<file path="src/rtl/c_fifo_tracker_shared.sv">
// c_fifo_tracker_shared
//   Occupancy tracker for num_channels logical FIFOs sharing one buffer of
//   depth entries. Each channel owns `reserved` private entries; the rest of
//   the buffer is a common pool drawn on once a channel exceeds its reservation.
//   Drives per-channel flow-control flags for a router input port.
//
// Ports
//   clk_i            clock
//   reset_i          synchronous active-high reset (wins over active_i)
//   active_i         state-update enable
//   push_i/push_sel_i   one push per cycle, one-hot channel select
//   pop_i/pop_sel_i     one pop per cycle, one-hot channel select
//   empty_o, almost_empty_o, full_o, almost_full_o   per-channel flags (bit c = channel c)
//   occupancy_o      per-channel counts, channel 0 in the most significant slice
//   shared_free_o    unused pool entries
//   free_o           unused buffer entries
//   errors_o         per channel {underflow, overflow}, channel 0 in the top pair
module c_fifo_tracker_shared #(
  parameter int num_channels = 4,
  parameter int depth        = 16,
  parameter int reserved     = 2,
  localparam int shared      = depth - num_channels * reserved,
  localparam int max_occ     = reserved + shared,
  localparam int occ_width   = (max_occ < 1) ? 1 : $clog2(max_occ + 1),
  localparam int pool_width  = (shared < 1) ? 1 : $clog2(shared + 1),
  localparam int free_width  = (depth < 1) ? 1 : $clog2(depth + 1)
) (
  input  logic                              clk_i,
  input  logic                              reset_i,
  input  logic                              active_i,
  input  logic                              push_i,
  input  logic [num_channels-1:0]           push_sel_i,
  input  logic                              pop_i,
  input  logic [num_channels-1:0]           pop_sel_i,
  output logic [num_channels-1:0]           empty_o,
  output logic [num_channels-1:0]           almost_empty_o,
  output logic [num_channels-1:0]           full_o,
  output logic [num_channels-1:0]           almost_full_o,
  output logic [num_channels*occ_width-1:0] occupancy_o,
  output logic [pool_width-1:0]             shared_free_o,
  output logic [free_width-1:0]             free_o,
  output logic [2*num_channels-1:0]         errors_o
);

  localparam logic [occ_width-1:0]  res_c    = occ_width'(reserved);
  localparam logic [occ_width-1:0]  max_c    = occ_width'(max_occ);
  localparam logic [pool_width-1:0] shared_c = pool_width'(shared);
  localparam logic [free_width-1:0] depth_c  = free_width'(depth);

  logic [occ_width-1:0]  occ_q [num_channels];
  logic [occ_width-1:0]  occ_d [num_channels];
  logic [pool_width-1:0] shared_used_q, shared_used_d;
  logic [free_width-1:0] free_q, free_d;

  logic [pool_width-1:0]   shared_free;
  logic                    pool_dry;
  logic [num_channels-1:0] ge_res, gt_res, empty_w, full_w, almost_full_w, almost_empty_w;
  logic [occ_width-1:0]    occ_inc [num_channels];
  logic [pool_width-1:0]   pool_after [num_channels];
  logic [num_channels-1:0] push_req, pop_req, same, push_do, pop_do, ovf, udf;
  logic                    su_inc, su_dec, push_any, pop_any;

  assign shared_free = shared_c - shared_used_q;
  assign pool_dry    = (shared_free == '0);

  // Flags depend on registered state only.
  always_comb begin
    for (int c = 0; c < num_channels; c++) begin
      ge_res[c]         = occ_q[c] >= res_c;
      gt_res[c]         = occ_q[c] > res_c;
      empty_w[c]        = occ_q[c] == '0;
      almost_empty_w[c] = occ_q[c] == occ_width'(1);
      full_w[c]         = (occ_q[c] == max_c) || (ge_res[c] && pool_dry);
      // occ_inc only matters when the channel is not full, so it cannot wrap.
      occ_inc[c]        = occ_q[c] + occ_width'(1);
      // A push at or above the reservation consumes one pool entry.
      pool_after[c]     = ge_res[c] ? (shared_free - pool_width'(1)) : shared_free;
      almost_full_w[c]  = ~full_w[c] &&
                          ((occ_inc[c] == max_c) ||
                           ((occ_inc[c] >= res_c) && (pool_after[c] == '0)));
    end
  end

  // Request decode. A push and pop on the same channel cancel and are always
  // legal; otherwise full/empty is judged on the current state only.
  always_comb begin
    push_req = {num_channels{push_i}} & push_sel_i;
    pop_req  = {num_channels{pop_i}} & pop_sel_i;
    same     = push_req & pop_req;
    push_do  = push_req & ~full_w & ~same;
    pop_do   = pop_req & ~empty_w & ~same;
    ovf      = push_req & full_w & ~pop_req;
    udf      = pop_req & empty_w & ~push_req;
    su_inc   = |(push_do & ge_res);
    su_dec   = |(pop_do & gt_res);
    push_any = |push_do;
    pop_any  = |pop_do;
  end

  always_comb begin
    for (int c = 0; c < num_channels; c++) begin
      occ_d[c] = occ_q[c] + occ_width'(push_do[c]) - occ_width'(pop_do[c]);
    end
    shared_used_d = shared_used_q;
    if (su_inc && !su_dec) shared_used_d = shared_used_q + pool_width'(1);
    if (!su_inc && su_dec) shared_used_d = shared_used_q - pool_width'(1);
    free_d = free_q;
    if (push_any && !pop_any) free_d = free_q - free_width'(1);
    if (!push_any && pop_any) free_d = free_q + free_width'(1);
  end

  always_ff @(posedge clk_i) begin
    if (reset_i) begin
      for (int c = 0; c < num_channels; c++) occ_q[c] <= '0;
      shared_used_q <= '0;
      free_q        <= depth_c;
    end else if (active_i) begin
      occ_q         <= occ_d;
      shared_used_q <= shared_used_d;
      free_q        <= free_d;
    end
  end

  always_comb begin
    occupancy_o = '0;
    errors_o    = '0;
    for (int c = 0; c < num_channels; c++) begin
      occupancy_o[(num_channels-1-c)*occ_width +: occ_width] = occ_q[c];
      errors_o[2*(num_channels-1-c)+1] = udf[c];
      errors_o[2*(num_channels-1-c)]   = ovf[c];
    end
  end

  assign empty_o        = empty_w;
  assign almost_empty_o = almost_empty_w;
  assign full_o         = full_w;
  assign almost_full_o  = almost_full_w;
  assign shared_free_o  = shared_free;
  assign free_o         = free_q;

endmodule

</file>
<file path="config.mk">
export PLATFORM = sky130hd
export DESIGN_NAME = c_fifo_tracker_shared
export DESIGN_NICKNAME = d
export VERILOG_FILES = /design/src/rtl/c_fifo_tracker_shared.sv
export SDC_FILE = /design/constraint.sdc
export NUM_CORES = 1
export LEC_CHECK = 0
export CELL_PAD_IN_SITES_DETAIL_PLACEMENT = 1
export CELL_PAD_IN_SITES_GLOBAL_PLACEMENT = 1
export CORE_MARGIN = 3
export CORE_UTILIZATION = 40
export DETAILED_ROUTE_END_ITERATION = 6
export PLACE_DENSITY = 0.95
export SYNTH_ARGS = -nofsm -noshare
export SYNTH_HDL_FRONTEND = slang
export SYNTH_SLANG_ARGS = --single-unit
</file>
<file path="constraint.sdc">
create_clock -name clk_i -period 7.1 [get_ports clk_i]
set_input_delay 2.13 -clock clk_i [delete_from_list [all_inputs] [get_ports clk_i]]
set_output_delay 2.13 -clock clk_i [all_outputs]
set_load 0.005 [all_outputs]
</file>
After elaboration in Yosys (flattened, before gate mapping)
Index checks and enable logic that the tools add are counted.
Word-level totals
  input bits: 13
  register bits after elaboration: 25
  word-level logic and storage cells: 123
  output and inout bits: 49
Cells by class
  equality and inequality tests: 12
  multiplexer cells: 8
  bitwise gates (word level): 22
  reduce and logical (&&, ||, !) cells: 45
  $lt $le $gt $ge: 12
  add/subtract/negate cells: 18
Operator list (number)
  AND 4 bit: 13
  zero test 4 bit: 9
  == test 4 bit, second input constant: 8
  >= comparator 4 x 2 -> 1 bit, second input constant: 8
  two-way mux 4 bit: 6
  adder 4 x 1 -> 4 bit, second input constant: 5
  inverter 4 bit: 5
  adder 4 x 1 -> 4 bit: 4
  == test 4 x 1 -> 1 bit, second input constant: 4
  > comparator 4 x 2 -> 1 bit, second input constant: 4
  logical AND 1 bit: 16
  OR reduction 4 bit: 4
  subtractor 4 x 1 -> 4 bit: 4
  two-way mux 5 bit: 2
  logical OR 1 bit: 8
  subtractor 4 x 1 -> 4 bit, second input constant: 2
  adder 5 x 1 -> 5 bit, second input constant: 1
  subtractor 5 x 1 -> 5 bit, second input constant: 1
  zero test 1 bit: 4
  inverter 1 bit: 4
  AND reduction 2 bit: 2
  nonzero test 2 bit: 2
  subtractor 4 bit, first input constant: 1

Logic depth before layout (Yosys ltp)
  depth after elaboration: 13
  depth in mapped cells: 15
  depth with buffers taken out: 14

Worst setup path before layout
No wires, ideal clock.
  path type: input port to output port
  from: in pop_i
  to: out errors_o[6]
  arrival: 2.682 ns
  path buffers: 1
  cell stages on the path: 3
  setup slack: 2.288 ns
  path through: clkbuf_1 > a21oi_1 > nor2b_1
On the way
  cells in the longest elaborated chain, start to end: 3
Ends and longest elaborated chain
  start: declaration: RTL line 33  | input logic pop_i,
  AND 4 bit: RTL line 88  | pop_req = {num_channels{pop_i}} & pop_sel_i;
  inverter 4 bit: RTL line 92  | ovf = push_req & full_w & ~pop_req;
  AND 4 bit: RTL line 92
  end: declaration: RTL line 42  | output logic [2*num_channels-1:0] errors_o
No other way between the ends.

Final worst setup path
Same ends and word-level chain as after synthesis.

==> impl_results.rst <==
.. list-table::
   :header-rows: 1

   * - Metric
     - Value
   * - Status
     - completed
   * - TritonCTS clock tree
     - built
   * - Worst slew slack as a fraction of its limit
     - 26.0%
   * - Mapped Nets
     - roughly 420
   * - Total number of placement rows
     - 30
   * - Final Wtd Congestion
     - about 0.8
   * - Avg WL per Cell
     - 16.1 µm
   * - Final nets
     - roughly 480
   * - Cell area after technology mapping
     - 2920 µm²
   * - First-pass iteration count of the detailed router
     - 4
   * - Endpoint required time on the critical path
     - 4.97 ns
   * - Mean number of vias per cell
     - 5.36
   * - Final setup violation count
     - 0
   * - Final Non-Filler Cells
     - 500
   * - Netlist cell types
     - between 50 and 60
   * - Unrepaired setup endpoints after global routing
     - false
   * - DRC
     - 0
   * - Post-layout util
     - a little over half
   * - Global-route wire length before repair
     - 13700 µm
   * - Worst-case register-to-register setup slack
     - approximately 3.4 ns
   * - Sinks on the clock net
     - 25
   * - Final worst-path setup slack
     - 1.16 ns
   * - Final period demand of the worst path
     - between 5 and 6 ns
   * - Clock transition at the registers of the reported paths
     - 0.10 ns
   * - Largest fanout on the critical path
     - 14
   * - Sequential cell area in the final layout
     - 500 µm²
   * - Depth of the most critical reg-to-reg path
     - 11
   * - CTS H-tree depth
     - 1
   * - Async set-or-reset flop fraction in the synthesized netlist
     - 0%
   * - Worst slack on hold paths
     - 0.538 ns
   * - Post-route antenna net violation count
     - 0
   * - Cell count of the worst hold path
     - 2
   * - Placeable Area
     - slightly below 7000 µm²
   * - Die W
     - just over 90 µm
   * - Worst Hold Class
     - flop to flop
   * - Largest net degree at the start of global routing
     - 29
   * - Capture point of the worst reg-to-reg path
     - shared_used_q[3]$_SDFFE_PP0P_
   * - Final Cycle Share
     - 83.6%
   * - Overall power after layout
     - 856 µW
   * - Drt first-iter violations
     - 69
   * - Synthesized area divided by synthesized cell count
     - 8.33 µm²
   * - Number of buffers on the longest clock path
     - 2
   * - Worst Clk Skew
     - 0.00420 ns
   * - Endpoint type of the worst setup path
     - primary output
   * - Achievable frequency
     - between 150 and 200 MHz
   * - Clock insertion delay at the later pin of the skew report
     - ~0.28 ns
   * - Hold EP
     - free_o[4]$_SDFFE_PP1P_
   * - Hold path startpoint
     - free_o[4]$_SDFFE_PP1P_
   * - Sum of negative setup slack
     - 0 ns
   * - Clock root buffer
     - sky130_fd_sc_hd__clkbuf_8
   * - Ports
     - 62
   * - Final wirelength
     - 8070 µm
   * - Highest-count cells in the layout ignoring fill and taps
     - sky130_fd_sc_hd__clkdlybuf4s50_1 (61), sky130_fd_sc_hd__ha_1 (53), sky130_fd_sc_hd__inv_1 (43), sky130_fd_sc_hd__nor2_1 (32), sky130_fd_sc_hd__dfxtp_1 (25)
   * - Most common cell after layout, fill and taps aside
     - sky130_fd_sc_hd__clkdlybuf4s50_1
   * - Fraction of final layout cells with drive strength greater than 1
     - 3.96%
   * - # hold bufs at CTS
     - 0
   * - Final Slew Violations
     - 0
   * - Worst setup path class
     - primary input to primary output
   * - Design Area, Final
     - roughly 3600 µm²
   * - Post-CTS Setup Bufs
     - 0
   * - Number of violations of the max-capacitance limit
     - 0
   * - Worst voltage drop across the vdd grid
     - roughly 0.095 mV
   * - Number of synthesized flops with an enable pin
     - 0
   * - Register bit total from synthesis
     - 25
   * - Initial Util
     - 42.0%
   * - Overflow after GRT
     - 0
   * - Die height
     - approximately 91 µm
   * - # port buffers
     - 61
   * - Leakage power total
     - 1.54 nW
   * - Post-placement cell area
     - 3590 µm²
   * - Syn-to-layout area delta
     - 24.6%
   * - Worst-case setup slack after placement
     - 1.15 ns
   * - Post-Place Cells
     - 496
   * - RR Startpoint
     - occupancy_o[8]$_SDFFE_PP0P_
   * - Cell area power density
     - ~240 nW/µm²
   * - Number of fill cells in the layout
     - 819
   * - Hold Violations, Final
     - 0
   * - Area occupied by multi-input gates
     - 2190 µm²
   * - Total of warnings raised by yosys
     - 0
   * - Startpoint of the most critical setup path
     - pop_i
   * - Antenna cells
     - 0
   * - Share of synthesized area occupied by flip-flops and latches
     - 17.2%
   * - Vias in the first global route
     - 2871
   * - Crit path DAT
     - ~3.8 ns
   * - Vias post-DR
     - approximately 2700
   * - Initial antenna violation count
     - 0
   * - Startpoint kind of the worst setup timing path
     - primary input
   * - Number of buffers created by CTS
     - 3
   * - All-Layer GR Usage
     - between 10% and 20%
   * - Gate Count Post-Synth
     - 350
   * - Primary flip-flop cell chosen by synthesis mapping
     - sky130_fd_sc_hd__dfxtp_1
   * - Post-cts sizing count
     - 0
   * - Die Footprint
     - 8350 µm²
   * - Slew of the pin with the lowest slew margin
     - 1.11 ns
   * - Detailed placement HPWL
     - 6360 µm
area by class of cell:
class	count	area share, %
multi-input combinational	270	60.2
timing repair buffer	62	17.0
sequential	25	13.8
inverter	43	4.44
tap	96	3.30
clock buffer	3	1.14
clock inverter	1	0.138
metal layers:
metal	routed length (µm)	global-route usage, %	vias to the layer above
li1	-	-	1322
met1	3650	23.8	1292
met2	4120	36.3	51
met3	163	1.41	14
met4	131	6.03	0
met5	0	0	-
Yosys cell counts (2+ instances only):
master | n | area [µm²]
sky130_fd_sc_hd__a211oi_1 | 13 | 97.6
sky130_fd_sc_hd__a21bo_2 | 4 | 40.0
sky130_fd_sc_hd__a21boi_0 | 4 | 30.0
sky130_fd_sc_hd__a21o_1 | 7 | 52.6
sky130_fd_sc_hd__a21oi_1 | 15 | 75.1
sky130_fd_sc_hd__and2_1 | 8 | 50.1
sky130_fd_sc_hd__buf_2 | 2 | 10.0
sky130_fd_sc_hd__buf_6 | 2 | 22.5
sky130_fd_sc_hd__clkbuf_1 | 7 | 26.3
sky130_fd_sc_hd__dfxtp_1 | 25 | 500
sky130_fd_sc_hd__fa_1 | 5 | 100
sky130_fd_sc_hd__ha_1 | 53 | 663
sky130_fd_sc_hd__inv_1 | 43 | 161
sky130_fd_sc_hd__mux2i_1 | 12 | 120
sky130_fd_sc_hd__nand2_1 | 14 | 52.6
sky130_fd_sc_hd__nand2b_1 | 4 | 25.0
sky130_fd_sc_hd__nand3_1 | 4 | 20.0
sky130_fd_sc_hd__nand3b_1 | 6 | 45.0
sky130_fd_sc_hd__nand4_1 | 5 | 31.3
sky130_fd_sc_hd__nand4b_1 | 4 | 35.0
sky130_fd_sc_hd__nor2_1 | 32 | 120
sky130_fd_sc_hd__nor2b_1 | 10 | 62.6
sky130_fd_sc_hd__nor3b_1 | 5 | 37.5
sky130_fd_sc_hd__o211ai_1 | 5 | 37.5
sky130_fd_sc_hd__o21ai_0 | 9 | 45.0
sky130_fd_sc_hd__o21ai_1 | 2 | 10.0
sky130_fd_sc_hd__o21ai_2 | 2 | 17.5
sky130_fd_sc_hd__o22ai_1 | 2 | 12.5
sky130_fd_sc_hd__o32ai_1 | 3 | 26.3
sky130_fd_sc_hd__xnor2_1 | 16 | 140
sky130_fd_sc_hd__xor2_1 | 4 | 35.0
worst max path at each step:
| stage | end | slack [ns] | cells after the start |
|---|---|---|---|
| finish | errors_o[6] | 1.16 | 4 |
| global route | errors_o[6] | 1.04 | 4 |
| CTS | errors_o[6] | 1.15 | 4 |
| detailed placement | errors_o[6] | 1.15 | 4 |
| global placement | errors_o[6] | 1.23 | 4 |
| floorplan | errors_o[6] | 2.29 | 3 |
worst max-delay path: stages:
cell	delay (ns)
sky130_fd_sc_hd__clkdlybuf4s50_1	0.67
sky130_fd_sc_hd__a21oi_1	0.32
sky130_fd_sc_hd__nor2b_1	0.18
sky130_fd_sc_hd__clkdlybuf4s50_1	0.51
cell families after synthesis:
kind of cell    share of synthesized area [%]
simple gates                             20.3
compound gates                           18.0
fa+ha+maj                                26.2
buf+inv                                  7.81
flops                                    17.2
xor+xnor                                 6.01
mux                                      4.50
flip-flops by register name, summed over array words and instances, names as in the netlist:
signal,cells
shared_used_q,4
free_o,5
occupancy_o,16
power by group:
group | switching (mW) | internal, mW | leakage (nW) | total [mW]
Sequential | 0.0484 | 0.168 | 0.206 | 0.217
Clock | 0.0523 | 0.0394 | 0.0255 | 0.0917
Combinational | 0.259 | 0.288 | 1.31 | 0.547
No activity file was read; power rests on OpenSTA's default activity.
